===== src/rtl/serial_sub_ctrl_if.sv =====
`default_nettype none
// ============================================================================
// Module      : serial_sub_ctrl_if
// Description : Request/response bundle between a requesting module and the
//               bit-serial subtraction controller.
//                 start  - request, accepted only when controller idle/done
//                 a, b   - unsigned minuend / subtrahend (WIDTH bits)
//                 busy   - controller is stepping through operand bits
//                 done   - one-cycle completion pulse
//                 diff   - (a - b) mod 2^WIDTH, held until next completion
//                 borrow - 1 when a < b, held with diff
//                 zero   - diff == 0 (only with SERIAL_SUB_ZERO_FLAG_EN)
// Revision    : 1.0 - initial release
// ============================================================================
interface serial_sub_ctrl_if #(
  parameter int WIDTH = 8
);
  logic             start;
  logic [WIDTH-1:0] a;
  logic [WIDTH-1:0] b;
  logic             busy;
  logic             done;
  logic [WIDTH-1:0] diff;
  logic             borrow;
`ifdef SERIAL_SUB_ZERO_FLAG_EN
  logic             zero;

  modport master (output start, a, b, input busy, done, diff, borrow, zero);
  modport slave  (input start, a, b, output busy, done, diff, borrow, zero);
`else
  modport master (output start, a, b, input busy, done, diff, borrow);
  modport slave  (input start, a, b, output busy, done, diff, borrow);
`endif
endinterface
`default_nettype wire


===== src/rtl/serial_sub_ctrl.sv =====
`default_nettype none
// ============================================================================
// Module      : serial_sub_ctrl
// Description : Bit-serial subtraction controller. Latches two unsigned
//               WIDTH-bit operands on an accepted start and feeds a single
//               full-subtractor cell (two chained half subtractors) one bit
//               per clock, LSB first, with the borrow kept in a register.
//               After WIDTH cycles it presents diff/borrow and pulses done.
// Ports       : clk    - system clock, rising edge
//               rst    - asynchronous active-high reset
//               bus    - serial_sub_ctrl_if.slave (start, a, b, busy, done,
//                        diff, borrow, and zero when enabled)
// Options     : SERIAL_SUB_ZERO_FLAG_EN - adds registered zero flag
//               (diff == 0), updated together with diff.
// Revision    : 1.0 - initial release
// ============================================================================
module serial_sub_ctrl #(
  parameter int WIDTH = 8
) (
  input  wire logic          clk,
  input  wire logic          rst,
  serial_sub_ctrl_if.slave   bus
);

  localparam int             CW       = (WIDTH > 2) ? $clog2(WIDTH) : 1;
  localparam logic [CW-1:0]  CNT_LAST = CW'(WIDTH - 1);

  typedef enum logic [1:0] {
    S_IDLE = 2'd0,
    S_RUN  = 2'd1,
    S_DONE = 2'd2
  } state_t;

  state_t           state_q;
  logic [WIDTH-1:0] a_sr_q;
  logic [WIDTH-1:0] b_sr_q;
  logic [WIDTH-1:0] res_q;
  logic [CW-1:0]    cnt_q;
  logic             br_q;
  logic             busy_q;
  logic             done_q;
  logic [WIDTH-1:0] diff_q;
  logic             borrow_q;

  // Full subtractor built from two half subtractors:
  //   first  : a - b        -> hd1 = a^b,     hb1 = ~a & b
  //   second : hd1 - br     -> d   = hd1^br,  hb2 = ~hd1 & br
  logic             hd1_d;
  logic             hb1_d;
  logic             hb2_d;
  logic             cell_d;
  logic             br_d;
  logic [WIDTH-1:0] res_d;

  assign hd1_d  = a_sr_q[0] ^ b_sr_q[0];
  assign hb1_d  = ~a_sr_q[0] & b_sr_q[0];
  assign hb2_d  = ~hd1_d & br_q;
  assign cell_d = hd1_d ^ br_q;
  assign br_d   = hb1_d | hb2_d;

  // New bit enters at the MSB; after WIDTH shifts the LSB-first stream has
  // landed in its natural bit positions.
  assign res_d  = (res_q >> 1) | {cell_d, {(WIDTH-1){1'b0}}};

`ifdef SERIAL_SUB_ZERO_FLAG_EN
  logic zero_q;
`endif

  always_ff @(posedge clk or posedge rst) begin
    if (rst) begin
      state_q  <= S_IDLE;
      a_sr_q   <= '0;
      b_sr_q   <= '0;
      res_q    <= '0;
      cnt_q    <= '0;
      br_q     <= 1'b0;
      busy_q   <= 1'b0;
      done_q   <= 1'b0;
      diff_q   <= '0;
      borrow_q <= 1'b0;
`ifdef SERIAL_SUB_ZERO_FLAG_EN
      zero_q   <= 1'b0;
`endif
    end else begin
      done_q <= 1'b0;
      case (state_q)
        S_IDLE, S_DONE: begin
          if (bus.start) begin
            state_q <= S_RUN;
            busy_q  <= 1'b1;
            a_sr_q  <= bus.a;
            b_sr_q  <= bus.b;
            res_q   <= '0;
            br_q    <= 1'b0;
            cnt_q   <= '0;
          end else begin
            state_q <= S_IDLE;
            busy_q  <= 1'b0;
          end
        end
        S_RUN: begin
          // start is deliberately not looked at here: no queuing, no reload.
          a_sr_q <= a_sr_q >> 1;
          b_sr_q <= b_sr_q >> 1;
          res_q  <= res_d;
          br_q   <= br_d;
          cnt_q  <= cnt_q + 1'b1;
          if (cnt_q == CNT_LAST) begin
            state_q  <= S_DONE;
            busy_q   <= 1'b0;
            done_q   <= 1'b1;
            diff_q   <= res_d;
            borrow_q <= br_d;
`ifdef SERIAL_SUB_ZERO_FLAG_EN
            zero_q   <= (res_d == '0);
`endif
          end
        end
        default: begin
          state_q <= S_IDLE;
          busy_q  <= 1'b0;
        end
      endcase
    end
  end

  assign bus.busy   = busy_q;
  assign bus.done   = done_q;
  assign bus.diff   = diff_q;
  assign bus.borrow = borrow_q;
`ifdef SERIAL_SUB_ZERO_FLAG_EN
  assign bus.zero   = zero_q;
`endif

endmodule
`default_nettype wire


===== src/flat_wrapper.sv =====
// flat-port wrapper written by rule: the top's interface ports become plain ports
module serial_sub_ctrl_flat 
#(
  parameter int WIDTH = 8
)
  (clk, rst, bus_start, bus_a, bus_b, bus_busy, bus_done, bus_diff, bus_borrow);
  serial_sub_ctrl_if #(.WIDTH(WIDTH)) bus_i ();
  input  wire logic clk;
  input  wire logic rst;
  input wire logic [$bits(bus_i.start)-1:0] bus_start;
  input wire logic [$bits(bus_i.a)-1:0] bus_a;
  input wire logic [$bits(bus_i.b)-1:0] bus_b;
  output wire logic [$bits(bus_i.busy)-1:0] bus_busy;
  output wire logic [$bits(bus_i.done)-1:0] bus_done;
  output wire logic [$bits(bus_i.diff)-1:0] bus_diff;
  output wire logic [$bits(bus_i.borrow)-1:0] bus_borrow;
  assign bus_i.start = bus_start;
  assign bus_i.a = bus_a;
  assign bus_i.b = bus_b;
  assign bus_busy = bus_i.busy;
  assign bus_done = bus_i.done;
  assign bus_diff = bus_i.diff;
  assign bus_borrow = bus_i.borrow;
  serial_sub_ctrl #(.WIDTH(WIDTH)) u_core (.clk(clk), .rst(rst), .bus(bus_i));
endmodule

===== config.mk =====
export PLATFORM = sky130hd
export DESIGN_NAME = serial_sub_ctrl_flat
export DESIGN_NICKNAME = d
export VERILOG_FILES = /design/src/rtl/serial_sub_ctrl_if.sv /design/src/rtl/serial_sub_ctrl.sv /design/src/flat_wrapper.sv
export SDC_FILE = /design/constraint.sdc
export NUM_CORES = 1
export LEC_CHECK = 0
export ABC_AREA = 1
export CORE_UTILIZATION = 45
export DETAILED_ROUTE_END_ITERATION = 10
export PLACE_DENSITY = 0.66
export SLEW_MARGIN = 20
export SYNTH_ARGS = -nofsm -noshare
export SYNTH_HDL_FRONTEND = slang
export SYNTH_SLANG_ARGS = --single-unit

===== constraint.sdc =====
create_clock -name clk -period 1.7 [get_ports clk]
set_clock_uncertainty 0.1 [all_clocks]
set_input_delay 0.51 -clock clk [delete_from_list [all_inputs] [get_ports clk]]
set_output_delay 0.51 -clock clk [all_outputs]
set_load 0.01 [all_outputs]

; ---- Yosys cells after proc, flatten, opt, wreduce, memory -nomap -nowiden
; Index checks and enable logic that the tools add are counted.
[word_totals]
out_inout_bits = 11
in_bits = 19
wordCells = 47
register_bits = 41
[op_classes]
mux = 18
reduce_logical = 5
n_addsub = 1
eq_ne = 5
bitwise_logic = 8
[ops]
columns = op, n
row1 = 8-bit case mux with 2 select lines, 3
row2 = 8-bit two-way mux, 3
row3 = 7-bit by 8-bit bitwise OR with 8-bit output, 1
row4 = 1-bit two-way mux, 6
row5 = 3-bit case mux with 2 select lines, 1
row6 = 1-bit case mux with 2 select lines, 2
row7 = 2-bit case mux with 2 select lines, 1
row8 = 2-bit AND reduction, 2
row9 = "3-bit by 1-bit adder with 3-bit output, second input constant", 1
row10 = "3-bit equality test, second input constant", 1
row11 = 3-bit two-way mux, 1
row12 = 1-bit bitwise AND, 2
row13 = "2-bit by 1-bit equality test with 1-bit output, second input constant", 1
row14 = "2-bit equality test, second input constant", 1
row15 = 2-bit zero test, 1
row16 = 2-bit two-way mux, 1
row17 = "2-bit by 1-bit inequality test with 1-bit output, second input constant", 1
row18 = "2-bit inequality test, second input constant", 1
row19 = 1-bit inverter, 2
row20 = 2-bit nonzero test, 1
row21 = 2-bit OR reduction, 1
row22 = 1-bit bitwise XOR, 2
row23 = 1-bit bitwise OR, 1

; ---- Depth between registers and ports, before layout
[logic_depth]
ltp_word = 5
mapped_depth = 8
ltp_nobuf = 6

; ---- Least setup slack after synthesis
; No wires, ideal clock.
[synth_timing]
path_kind = register to register
start = reg u_core.b_sr_q[0]
end = reg u_core.br_q
period_less_slack_ns = 1.340
path_slack_ns = 0.360
path_buffers = 0
t_arrival_ns = 1.157
required_ns = 1.517
setup_time_ns = 0.083
stages_incl_launch_ff = 5
path_cell_list = dfrtp_1 inv_1 fa_1 or2_2 o21ai_0
[synth_between]
elab_chain_cells = 5
word_cells_on_any_way = 6
classes_between = mux (1) / bitwise (5)
[synth_lines]
columns = item, line_no
row1 = "start, declared", serial_sub_ctrl.sv:36  ; logic [WIDTH-1:0] b_sr_q;
row2 = "start signal, assigned", serial_sub_ctrl.sv:92  ; b_sr_q <= bus.b;
row3 = "start signal, assigned", serial_sub_ctrl.sv:104  ; b_sr_q <= b_sr_q >> 1;
row4 = 1-bit bitwise XOR, serial_sub_ctrl.sv:55  ; assign hd1_d = a_sr_q[0] ^ b_sr_q[0];
row5 = 1-bit inverter, serial_sub_ctrl.sv:57  ; assign hb2_d = ~hd1_d & br_q;
row6 = 1-bit bitwise AND, serial_sub_ctrl.sv:57
row7 = 1-bit bitwise OR (*), serial_sub_ctrl.sv:59  ; assign br_d = hb1_d | hb2_d;
row8 = 1-bit case mux with 2 select lines (*), serial_sub_ctrl.sv:86  ; case (state_q)
row9 = "end signal, assigned", serial_sub_ctrl.sv:106  ; br_q <= br_d;
row10 = "end, declared", serial_sub_ctrl.sv:39  ; logic br_q;
; Every way passes the cells marked *; elsewhere a longest branch is shown, timed or not.
; A chain may end at the register's enable or synchronous reset.

==> qor.yml <==
syn_area_per_cell_sq_um: 8.63
rows: 23
critPathTopFamily: "flip-flops"
grt_pass1_vias: 1368
wire_per_inst_um: 11.1
ys_types: 20
grt_usage_pct: 18.7
port_buffers: 29
startpoint_type: "flop"
hold_path_class: "reg -> reg"
htree_levels: 2
power.total_mw: 4.53
p_int_mw: 2.81
finalHoldViolCount: 0
initial_core_util_pct: 47.0
die_area_sq_um: 4440
outcome: "completed"
ys_async_sr_fraction_pct: 100
synthCells: 218
cts_setup_buffers: 0
cts_sinks: 39
drive_gt1_share_pct: 12.3
rsz0062_at_grt: "false"
synth_edf_count: 0
gp_routability_congestion: 0.707
yosys.area.top_type: "dfrtp_1"
vias_per_cell: 4.73
swShare_pct: 37.9
p_sw_mw: 1.72
slew_headroom_pct: 83.2
slowest_delay_ns: 0.40
synth_warnings: 0
core-area_sq_um: 4000
clockBufferDepth: 2
synth_top_area_share_pct: 51.9
ys_seq_area_share_pct: 51.9
p_per_area_nw_per_um2: 1920
cts_tree: "yes"
multiInputGateArea_sq_um: 654
clkPwrFrac_pct: 19.9
power.share.combinational_pct: 45.3
worstPathCellList: "dlygate4sd2_1"
syn_to_final_growth_pct: 25.5
syn_nets: 240
clock.fmax_mhz: 631
die_h_um: 66.7
yosys-top-cells-count: "nand2_1 (68), inv_1 (41), dfrtp_1 (39)"
leakage_nw: 1.28
insertion_delay_ns: 0.29
path_buf_inv: 1
drt_iter0_markers: 80
pin_count: 30
yosysMostFrequentCell: "nand2_1"
arrival_ns: 0.98
clk_pin_slew_ns: 0.07
antenna_found_initial: 0
tightest_slew_ns: 0.252
cpMaxStageDelayCell: "dfrtp_1"
slew_violations: 0
grt_max_degree: 40
ir_drop_uv: 898
dp_hpwl_um: 2260
syn_area_sq_um: 1880
fin_crit_sh_pct: 93.3
clockRootBuffer: "clkbuf_8"
nNetsFinal: 274
drc: 0
required_ns: 1.09
cp-end-kind: "output port"
critPathMaxFanout: 2
gr-total-overflow: 0
ys_ff_latch: 39
drt_wl_total_um: 3360
critical_path_class: "reg -> out"
final-seq-area_sq_um: 976
synth.area.top_cells: "dfrtp_1 (52%), nand2_1 (14%), inv_1 (8.2%)"
num_vias: 1432
period_needed_ns: 1.59
fillerInstances: 369
synth_ff_type: "dfrtp_1"
grt_first_pass_wirelength_um: 6070
dr.pass1.iters: 4
maxCapViolCount: 0
cts_made_buffers: 5
diodes: 0
drtAntennaViolNets: 0
die_width_um: 66.7
setup_tns_ns: 0
setup_viol: 0
pwr-share-seq_pct: 34.8
==> final timing paths <==
check	start	to	slack (ns)	depth (start not counted)
max	u_core.state_q[0]	bus_busy	0.11	1
min in group asynchronous	rst	u_core.br_q	0.47	3
max in group asynchronous	rst	u_core.b_sr_q[5]	0.84	3
min reg2reg	u_core.bus.diff[5]	u_core.bus.diff[5]	0.38	2
min	u_core.bus.diff[5]	u_core.bus.diff[5]	0.38	2
max reg2reg	u_core.cnt_q[0]	u_core.bus.diff[7]	0.25	6
==> what timing repair did <==
| item | 4_1_cts | 5_1_grt |
|---|---|---|
| hold endpoints to repair | 0 | 0 |
| setup endpoints to repair | 11 | 0 |
| hold buffers | 0 | 0 |
| gates resized for setup | 11 | 0 |
==> through the flow <==
step	area, sq um	instances	util, %	setup WS (ns)	hold slack, ns
after floorplan	1880	218	-	0.201	0.346
after global placement	2240	295	56.1	0.0237	0.358
after detailed placement	2240	295	56.1	0.00673	0.368
after CTS	2360	303	59.1	0.109	0.380
after global routing	2360	303	59.1	0.0767	0.393
final	2360	303	59.1	0.115	0.376
==> logic make-up (layout without fill, tap and decap cells) <==
family	after synthesis	after routing	share of synthesized area [%]
adder cells (fa/ha/maj)	3	3	2.39
AO/OA/AOI/OAI	20	20	6.91
buffers and inverters	53	88	13.4
AND/OR/NAND/NOR	103	103	25.5
flip-flops	39	39	51.9
==> power groups by stage <==
stage | clock [mW] | sequential [mW] | combinational (mW)
after floorplan | 0 | 1.61 | 1.50
after global placement | 0 | 1.58 | 2.09
after detailed placement | 0 | 1.59 | 2.17
after CTS | 0.920 | 1.57 | 2.09
after global routing | 0.969 | 1.62 | 2.35
final | 0.902 | 1.57 | 2.05
==> cell usage in the layout (no fill, tap or decap) <==
master,count
a21oi_1,1
buf_12,3
buf_4,4
bufinv_16,2
clkbuf_1,1
clkbuf_8,5
clkdlybuf4s50_1,18
dfrtp_1,39
dlygate4sd2_1,11
fa_1,1
ha_1,2
inv_1,41
inv_2,1
inv_4,2
nand2_1,68
nand2_4,2
nand2_8,2
nand3_1,28
nor2_1,1
nor2_4,1
o21ai_0,6
o21ai_1,5
o21ai_2,8
or2_2,1
==> routing by layer <==
| metal | wire, um | track usage (%) | share of wire [%] |
|---|---|---|---|
| met3 | 134 | 6.16 | 4.0 |
| met4 | 50 | 6.38 | 1.5 |
| met5 | 0 | 0 | 0 |
| met1 | 1490 | 22.2 | 44 |
| met2 | 1680 | 31.3 | 50 |
==> state kept, by name, indices dropped and copies added (netlist names) <==
register and count:
u_core.b_sr_q 8, u_core.bus.diff 8, u_core.br_q 1, u_core.a_sr_q 8, u_core.bus.done 1, u_core.bus.borrow 1
u_core.cnt_q 3, u_core.res_q 7, u_core.state_q 2
==> cell type report <==
class / count / area share (%)
Clock buffer: 6 / 3.07
Timing Repair Buffer: 36 / 15.5
Clock inverter: 2 / 2.54
Tap cell: 50 / 2.65
Inverter: 44 / 7.20
Sequential cell: 39 / 41.3
Multi-Input combinational cell: 126 / 27.7
(Power assumes the default switching activity.)
